### src/rtl/sbus_core_ctl_pkg.sv
// Shared definitions for the MBOX-side SBUS sequencer: FSM states, word-mask type,
// default handshake timeouts and a small mask helper.
package sbus_core_ctl_pkg;

    typedef enum logic [2:0] {
        IDLE,
        START,
        WAIT_ACK,
        XFER,
        DONE
    } tSBUSstate;

    // Bit 0 is word 0 of the quadword, matching the [0:3] numbering of the bus.
    typedef logic [0:3] tWordMask;

    localparam int ACK_TIMEOUT_DEF = 32;
    localparam int DV_TIMEOUT_DEF  = 64;
    localparam int TMR_W           = 16;

    function automatic logic [2:0] mask_popcount(input tWordMask m);
        logic [2:0] n;
        n = '0;
        for (int i = 0; i < 4; i++) begin
            n = n + {2'b00, m[i]};
        end
        return n;
    endfunction

endpackage

### src/rtl/sbus_core_ctl_word_seq.sv
// Quadword word sequencer: from a current word and a word mask, find the first enabled
// word at or after it, the next enabled word strictly after it (mod 4), and the mask popcount.
module sbus_word_seq
    import sbus_core_ctl_pkg::*;
(
    input  logic [1:0] cur_word,
    input  logic [0:3] mask,
    output logic [1:0] first_word,
    output logic [1:0] next_word,
    output logic [2:0] pop_count
);

    logic [1:0] cand [5];
    logic [4:0] hit;

    // Offset 4 wraps back onto cur_word, so a single-word mask still yields itself as next.
    for (genvar gi = 0; gi < 5; gi++) begin : g_cand
        assign cand[gi] = cur_word + 2'(gi);
        assign hit[gi]  = mask[cand[gi]];
    end

    always_comb begin
        first_word = cur_word;
        next_word  = cur_word;
        for (int k = 3; k >= 0; k--) begin
            if (hit[k]) begin
                first_word = cand[k];
            end
        end
        for (int k = 4; k >= 1; k--) begin
            if (hit[k]) begin
                next_word = cand[k];
            end
        end
    end

    assign pop_count = mask_popcount(tWordMask'(mask));

endmodule

### src/rtl/sbus_core_ctl.sv
// SBUS core sequencer: one quadword read or masked write per request, with NXM timeouts.
// Define SBUS_PARITY_CHECK_EN to check odd parity on every read word (par_err).
module sbus_core_ctl
    import sbus_core_ctl_pkg::*;
#(
    parameter int ACK_TIMEOUT = ACK_TIMEOUT_DEF,
    parameter int DV_TIMEOUT  = DV_TIMEOUT_DEF
) (
    input  logic         clk,
    input  logic         CROBAR,
    input  logic         req_valid,
    output logic         req_ready,
    input  logic         req_wr,
    input  logic [0:3]   req_rq,
    input  logic [14:35] req_adr,
    input  logic [35:0]  wr_data,
    output logic         wr_take,
    output logic [14:35] sbus_adr,
    output logic         sbus_start,
    output logic         sbus_rd_rq,
    output logic         sbus_wr_rq,
    output logic [0:3]   sbus_rq,
    input  logic         sbus_ackn,
    input  logic         sbus_dv,
    input  logic [35:0]  sbus_d_in,
    input  logic         sbus_d_in_par,
    output logic [35:0]  sbus_d_out,
    output logic [35:0]  rd_data,
    output logic [1:0]   rd_word,
    output logic         core_data_valid,
    output logic         core_data_valm1,
    output logic         core_busy,
    output logic         done,
    output logic         nxm_err,
    output logic         par_err,
    input  logic         err_clr
);

    tSBUSstate        state_reg, state_next;
    logic [14:35]     adr_reg;
    logic             wr_reg;
    tWordMask         rq_reg;
    logic [1:0]       cur_word_reg;
    logic [1:0]       rd_word_reg;
    logic [2:0]       remaining_reg;
    logic [TMR_W-1:0] tmr_reg;
    logic             cdv_reg;
    logic [35:0]      rd_data_reg;
    logic             nxm_reg;

    logic [1:0] seq_cur, seq_first, seq_next;
    logic [2:0] seq_pop;
    tWordMask   seq_mask;
    logic       ack_hit, ack_to, dv_hit, dv_to, last_word, rq_active;

    // While idle the sequencer looks at the incoming request, afterwards at the latched one.
    assign seq_cur  = (state_reg == IDLE) ? req_adr[34:35] : cur_word_reg;
    assign seq_mask = (state_reg == IDLE) ? req_rq : rq_reg;

    sbus_word_seq u_word_seq (
        .cur_word   (seq_cur),
        .mask       (seq_mask),
        .first_word (seq_first),
        .next_word  (seq_next),
        .pop_count  (seq_pop)
    );

    // One timer serves both waits; only one of WAIT_ACK / XFER is ever active.
    assign ack_hit   = (state_reg == WAIT_ACK) && sbus_ackn;
    assign ack_to    = (state_reg == WAIT_ACK) && !sbus_ackn
                       && (tmr_reg == TMR_W'(ACK_TIMEOUT - 1));
    assign dv_hit    = (state_reg == XFER) && sbus_dv;
    assign dv_to     = (state_reg == XFER) && !sbus_dv
                       && (tmr_reg == TMR_W'(DV_TIMEOUT - 1));
    assign last_word = dv_hit && (remaining_reg == 3'd1);
    assign rq_active = (state_reg == START) || (state_reg == WAIT_ACK) || (state_reg == XFER);

    always_ff @(posedge clk) begin
        if (CROBAR) begin
            state_reg <= IDLE;
        end else begin
            state_reg <= state_next;
        end
    end

    always_comb begin
        state_next = state_reg;
        case (state_reg)
            IDLE: begin
                if (req_valid) begin
                    state_next = (req_rq == '0) ? DONE : START;
                end
            end
            START:    state_next = WAIT_ACK;
            WAIT_ACK: begin
                if (ack_hit) begin
                    state_next = XFER;
                end else if (ack_to) begin
                    state_next = DONE;
                end
            end
            XFER: begin
                if (last_word || dv_to) begin
                    state_next = DONE;
                end
            end
            DONE:     state_next = IDLE;
            default:  state_next = IDLE;
        endcase
    end

    always_comb begin
        req_ready       = (state_reg == IDLE);
        sbus_start      = (state_reg == START);
        sbus_rd_rq      = rq_active && !wr_reg;
        sbus_wr_rq      = rq_active && wr_reg;
        wr_take         = dv_hit && wr_reg;
        core_data_valm1 = (state_reg == XFER) && (remaining_reg == 3'd1);
        core_busy       = (state_reg != IDLE);
        done            = (state_reg == DONE);
        sbus_d_out      = (rq_active && wr_reg) ? wr_data : '0;
    end

    always_ff @(posedge clk) begin
        if (CROBAR) begin
            adr_reg       <= '0;
            wr_reg        <= 1'b0;
            rq_reg        <= '0;
            cur_word_reg  <= '0;
            rd_word_reg   <= '0;
            remaining_reg <= '0;
            tmr_reg       <= '0;
            cdv_reg       <= 1'b0;
            rd_data_reg   <= '0;
            nxm_reg       <= 1'b0;
        end else begin
            cdv_reg <= dv_hit;
            if (state_reg == IDLE && req_valid) begin
                adr_reg       <= req_adr;
                wr_reg        <= req_wr;
                rq_reg        <= req_rq;
                cur_word_reg  <= seq_first;
                rd_word_reg   <= seq_first;
                remaining_reg <= seq_pop;
            end
            if (state_reg == START || ack_hit || dv_hit) begin
                tmr_reg <= '0;
            end else if (state_reg == WAIT_ACK || state_reg == XFER) begin
                tmr_reg <= tmr_reg + 1'b1;
            end
            if (dv_hit) begin
                remaining_reg <= remaining_reg - 3'd1;
                cur_word_reg  <= seq_next;
                if (!wr_reg) begin
                    rd_data_reg <= sbus_d_in;
                end
            end
            // rd_word holds the strobed word through its pulse, then moves to the next word.
            if (cdv_reg && state_reg == XFER) begin
                rd_word_reg <= cur_word_reg;
            end
            if (ack_to || dv_to) begin
                nxm_reg <= 1'b1;
            end else if (err_clr) begin
                nxm_reg <= 1'b0;
            end
        end
    end

`ifdef SBUS_PARITY_CHECK_EN
    logic par_reg, par_fail;
    assign par_fail = dv_hit && !wr_reg && !(^{sbus_d_in, sbus_d_in_par});

    always_ff @(posedge clk) begin
        if (CROBAR) begin
            par_reg <= 1'b0;
        end else if (par_fail) begin
            par_reg <= 1'b1;
        end else if (err_clr) begin
            par_reg <= 1'b0;
        end
    end

    assign par_err = par_reg;
`else
    logic unused_par;
    assign unused_par = sbus_d_in_par;
    assign par_err    = 1'b0;
`endif

    assign sbus_adr        = adr_reg;
    assign sbus_rq         = rq_reg;
    assign rd_data         = rd_data_reg;
    assign rd_word         = rd_word_reg;
    assign core_data_valid = cdv_reg;
    assign nxm_err         = nxm_reg;

endmodule
### config.mk
export PLATFORM = sky130hd
export DESIGN_NAME = sbus_core_ctl
export DESIGN_NICKNAME = d
export VERILOG_FILES = /design/src/rtl/sbus_core_ctl_pkg.sv /design/src/rtl/sbus_core_ctl_word_seq.sv /design/src/rtl/sbus_core_ctl.sv
export SDC_FILE = /design/constraint.sdc
export NUM_CORES = 1
export LEC_CHECK = 0
export ABC_AREA = 1
export BUFFER_PORTS_ARGS = -buffer_cell sky130_fd_sc_hd__buf_2
export CAP_MARGIN = 20
export CORE_UTILIZATION = 30
export CTS_CLUSTER_DIAMETER = 60
export CTS_CLUSTER_SIZE = 10
export DETAILED_ROUTE_END_ITERATION = 6
export GPL_ROUTABILITY_DRIVEN = 0
export PLACE_DENSITY = 0.63
export SLEW_MARGIN = 30
export SYNTH_ARGS = -nofsm -noshare
export SYNTH_HDL_FRONTEND = slang
export SYNTH_SLANG_ARGS = --single-unit
### constraint.sdc
create_clock -name clk -period 2.59 [get_ports clk]
set_input_delay 0.259 -clock clk [delete_from_list [all_inputs] [get_ports clk]]
set_output_delay 0.259 -clock clk [all_outputs]
set_load 0.01 [all_outputs]
==> flow_metrics.py <==
metrics = {
    "layout": {
        "final_cell_mix": "buf_2, nor2_1, dfxtp_1",
        "post-route-util_pct": 42.05,
        "syn2layout_area_growth_pct": 35.11,
        "fillerInstances": 1498,
        "final_common_cell": "buf_2",
        "largest_reg_flops": 36,
        "multi_input_area_um2": 2064,
        "final_nets": 967,
        "antenna_cells": 0,
        "seqCellArea_um2": 1822,
        "drive_gt1_share_pct": 30.66,
    },
    "timing": {
        "finalSetupViolCount": 0,
        "skew_ps": 4.548,
        "post-route-period-util_pct": 85.93,
        "whs_ps": 140.8,
        "fmax_mhz": 449.3,
        "rsz0062_at_grt": "false",
        "fin_setup_tns_ps": 0,
        "layout_setup_ws_ps": 364.5,
        "finalHoldViolCount": 0,
        "relSlewSlack_pct": 57.77,
        "period_minus_slack_ps": 2226,
        "maxSlewViolCount": 0,
        "worst_pin_slew_ps": 632.6,
    },
    "min_path": {
        "holdCritStartpoint": "sbus_d_in[19]",
        "hold_path_class": "in2reg",
    },
    "synth": {
        "synth_nets": 763,
        "synthAdderAreaFrac_pct": 1.426,
        "synth_compound_area_share_pct": 13.06,
        "synthMuxAreaShare_pct": 0,
        "yosysUniqueCellTypes": 40,
        "synth-seq-cells": 91,
        "post_synth_instance_area_um2": 4387,
        "synth_xor_area_share_pct": 1.198,
        "synth-edff-count": 0,
        "synth_simple_gate_area_share_pct": 31.29,
        "synth_top_family_by_area": "simple AND/OR/NAND/NOR gates",
        "synth_warnings": 0,
        "synth_ff_type": "dfxtp_1",
        "syn-instance-count": 652,
        "avgSynthCellArea_um2": 6.728,
        "synth_seq_area_share_pct": 41.53,
        "async_flop_share_pct": 0,
    },
    "critical_path": {
        "crit_start": "state_reg[2]",
        "start_kind": "register",
        "critPathMaxFanout": 36,
        "crit_type": "reg2out",
        "r2r_setup_slack_ps": 410,
        "cp.arrival_ps": 1970,
        "crit_chain": "inv_2 -> o21ai_0 -> nor2_1 -> clkinv_1 -> buf_4 -> nor2_1 -> buf_2",
        "path_common_cell": "nor2_1",
        "critPathCaptureType": "output pin",
        "critPathCapture": "sbus_d_out[25]",
        "required_ps": 2330,
        "r2r_end": "remaining_reg[1]",
        "cpMaxStageDelayCell": "dfxtp_1",
        "critPathMaxStageDelay_ps": 350,
        "r2r_start": "state_reg[1]",
        "reg2reg_depth": 11,
    },
    "drt": {
        "initialDrtViolationCount": 161,
        "ant_nets": 0,
        "drtPass1Iterations": 4,
        "drc_errors": 0,
        "wl_mm": 12.29,
        "wl_per_cell_um": 11.81,
        "routed_via_density": 4.469,
        "num_vias": 4652,
    },
    "die": {
        "io_pins": 217,
        "die_height_um": 122.9,
        "coreArea_um2": 14100,
        "start_util_pct": 31.12,
        "num_rows": 43,
        "die_area_um2": 15110,
        "die_w_um": 122.9,
    },
    "power_and_ir_drop": {
        "leakagePower_nw": 3.284,
        "p_per_area_nw_per_um2": 1000,
        "irDropWorstVdd_mv": 0.4144,
        "p_total_mw": 5.929,
    },
    "global_route": {
        "grt_start_max_net_pins": 46,
        "grt_util_all_layers_pct": 16.13,
        "gr-total-overflow": 0,
        "grt_pass1_wl_mm": 19.13,
        "antenna_found_initial": 0,
        "grt_pass1_vias": 4170,
    },
    "clock_network": {
        "cts_sinks": 91,
        "cts_hold_buffers": 0,
        "insertion_delay_ps": 340,
        "numCtsBuffers": 9,
        "cts-root-buf": "clkbuf_16",
        "post_cts_resize_count": 0,
        "cts_tree": "built",
        "clk_pin_slew_worst_paths_ps": 70,
        "cts.htree.levels": 3,
        "cts_setup_buffers": 0,
        "cts_max_path_buffers": 2,
    },
    "place": {
        "place.port_buffers": 214,
        "dp_slack_ps": 420.9,
        "hpwlAfterDp_mm": 9.141,
    },
    "status": {
        "status": "finished, final reports clean",
    },
    "run": {
        "drv_cap": 0,
    },
}
## power breakdown
| part | leakage [nW] | total (mW) | switching [mW] | internal, mW |
|---|---|---|---|---|
| logic | 2.39 | 2.71 | 1.74 | 0.968 |
| clock network | 0.156 | 1.43 | 0.575 | 0.853 |
| registers | 0.741 | 1.79 | 0.149 | 1.64 |
| total | 3.28 | 5.93 | 2.47 | 3.46 |
## cells in the mapped netlist, drive strengths merged, types with 5 or more instances
library cell,count,share of area [%]
nand3,22,2.5
xor2,5,1.0
inv,96,8.3
nand2,79,7.6
nor3,13,1.6
clkbuf,15,1.3
ha,5,1.4
a21oi,22,2.5
nor4,5,0.71
buf,12,1.6
dfxtp,91,42
nor2,182,17
o21ai,76,8.7
## logic make-up (layout without fill, tap and decap cells)
family | after synthesis | after routing
adder cells (fa/ha/maj) | 5 | 5
other | 1 | 1
XOR/XNOR | 6 | 6
AND/OR/NAND/NOR | 314 | 314
AO/OA/AOI/OAI | 109 | 109
buffers and inverters | 126 | 335
flip-flops | 91 | 91
## routing by layer
layer / up-vias / global-route usage (%) / share of wire [%]
li1: 2431 / - / -
met1: 2031 / 19.66 / 45
met2: 182 / 27.70 / 45
met3: 8 / 4.474 / 9.1
met4: 0 / 4.421 / 0.85
met5: - / 0 / 0
## per-stage QoR
step	area [µm²]	cells
final	5927	1041
after global routing	5927	1041
after CTS	5927	1041
after detailed placement	5603	1025
after global placement	5603	1025
after floorplan	4387	652
## critical path: cells and delay by family (launching register included)
kind | cells | cell delay [ps]
buf+inv | 4 | 670
compound gates | 1 | 170
simple gates | 2 | 430
flops | 1 | 350
## layout make-up
class | instances | area share, %
well taps | 180 | 3.800
inverters | 99 | 6.333
flip-flops and latches | 91 | 30.74
clock inverters | 7 | 1.668
multi-input cells | 435 | 34.83
repair buffers | 220 | 18.83
clock buffers | 9 | 3.800
## how the worst min path moves through the flow
| stage | depth (start not counted) | end |
|---|---|---|
| final | 3 | rd_data[19] |
| after CTS | 3 | sbus_adr[27] |
| after global routing | 3 | rd_data[17] |
| after detailed placement | 2 | remaining_reg[1] |
| after floorplan | 2 | rd_data[0] |
| after global placement | 2 | sbus_rq[3] |
Note: power is estimated with default switching activity, not from simulation.
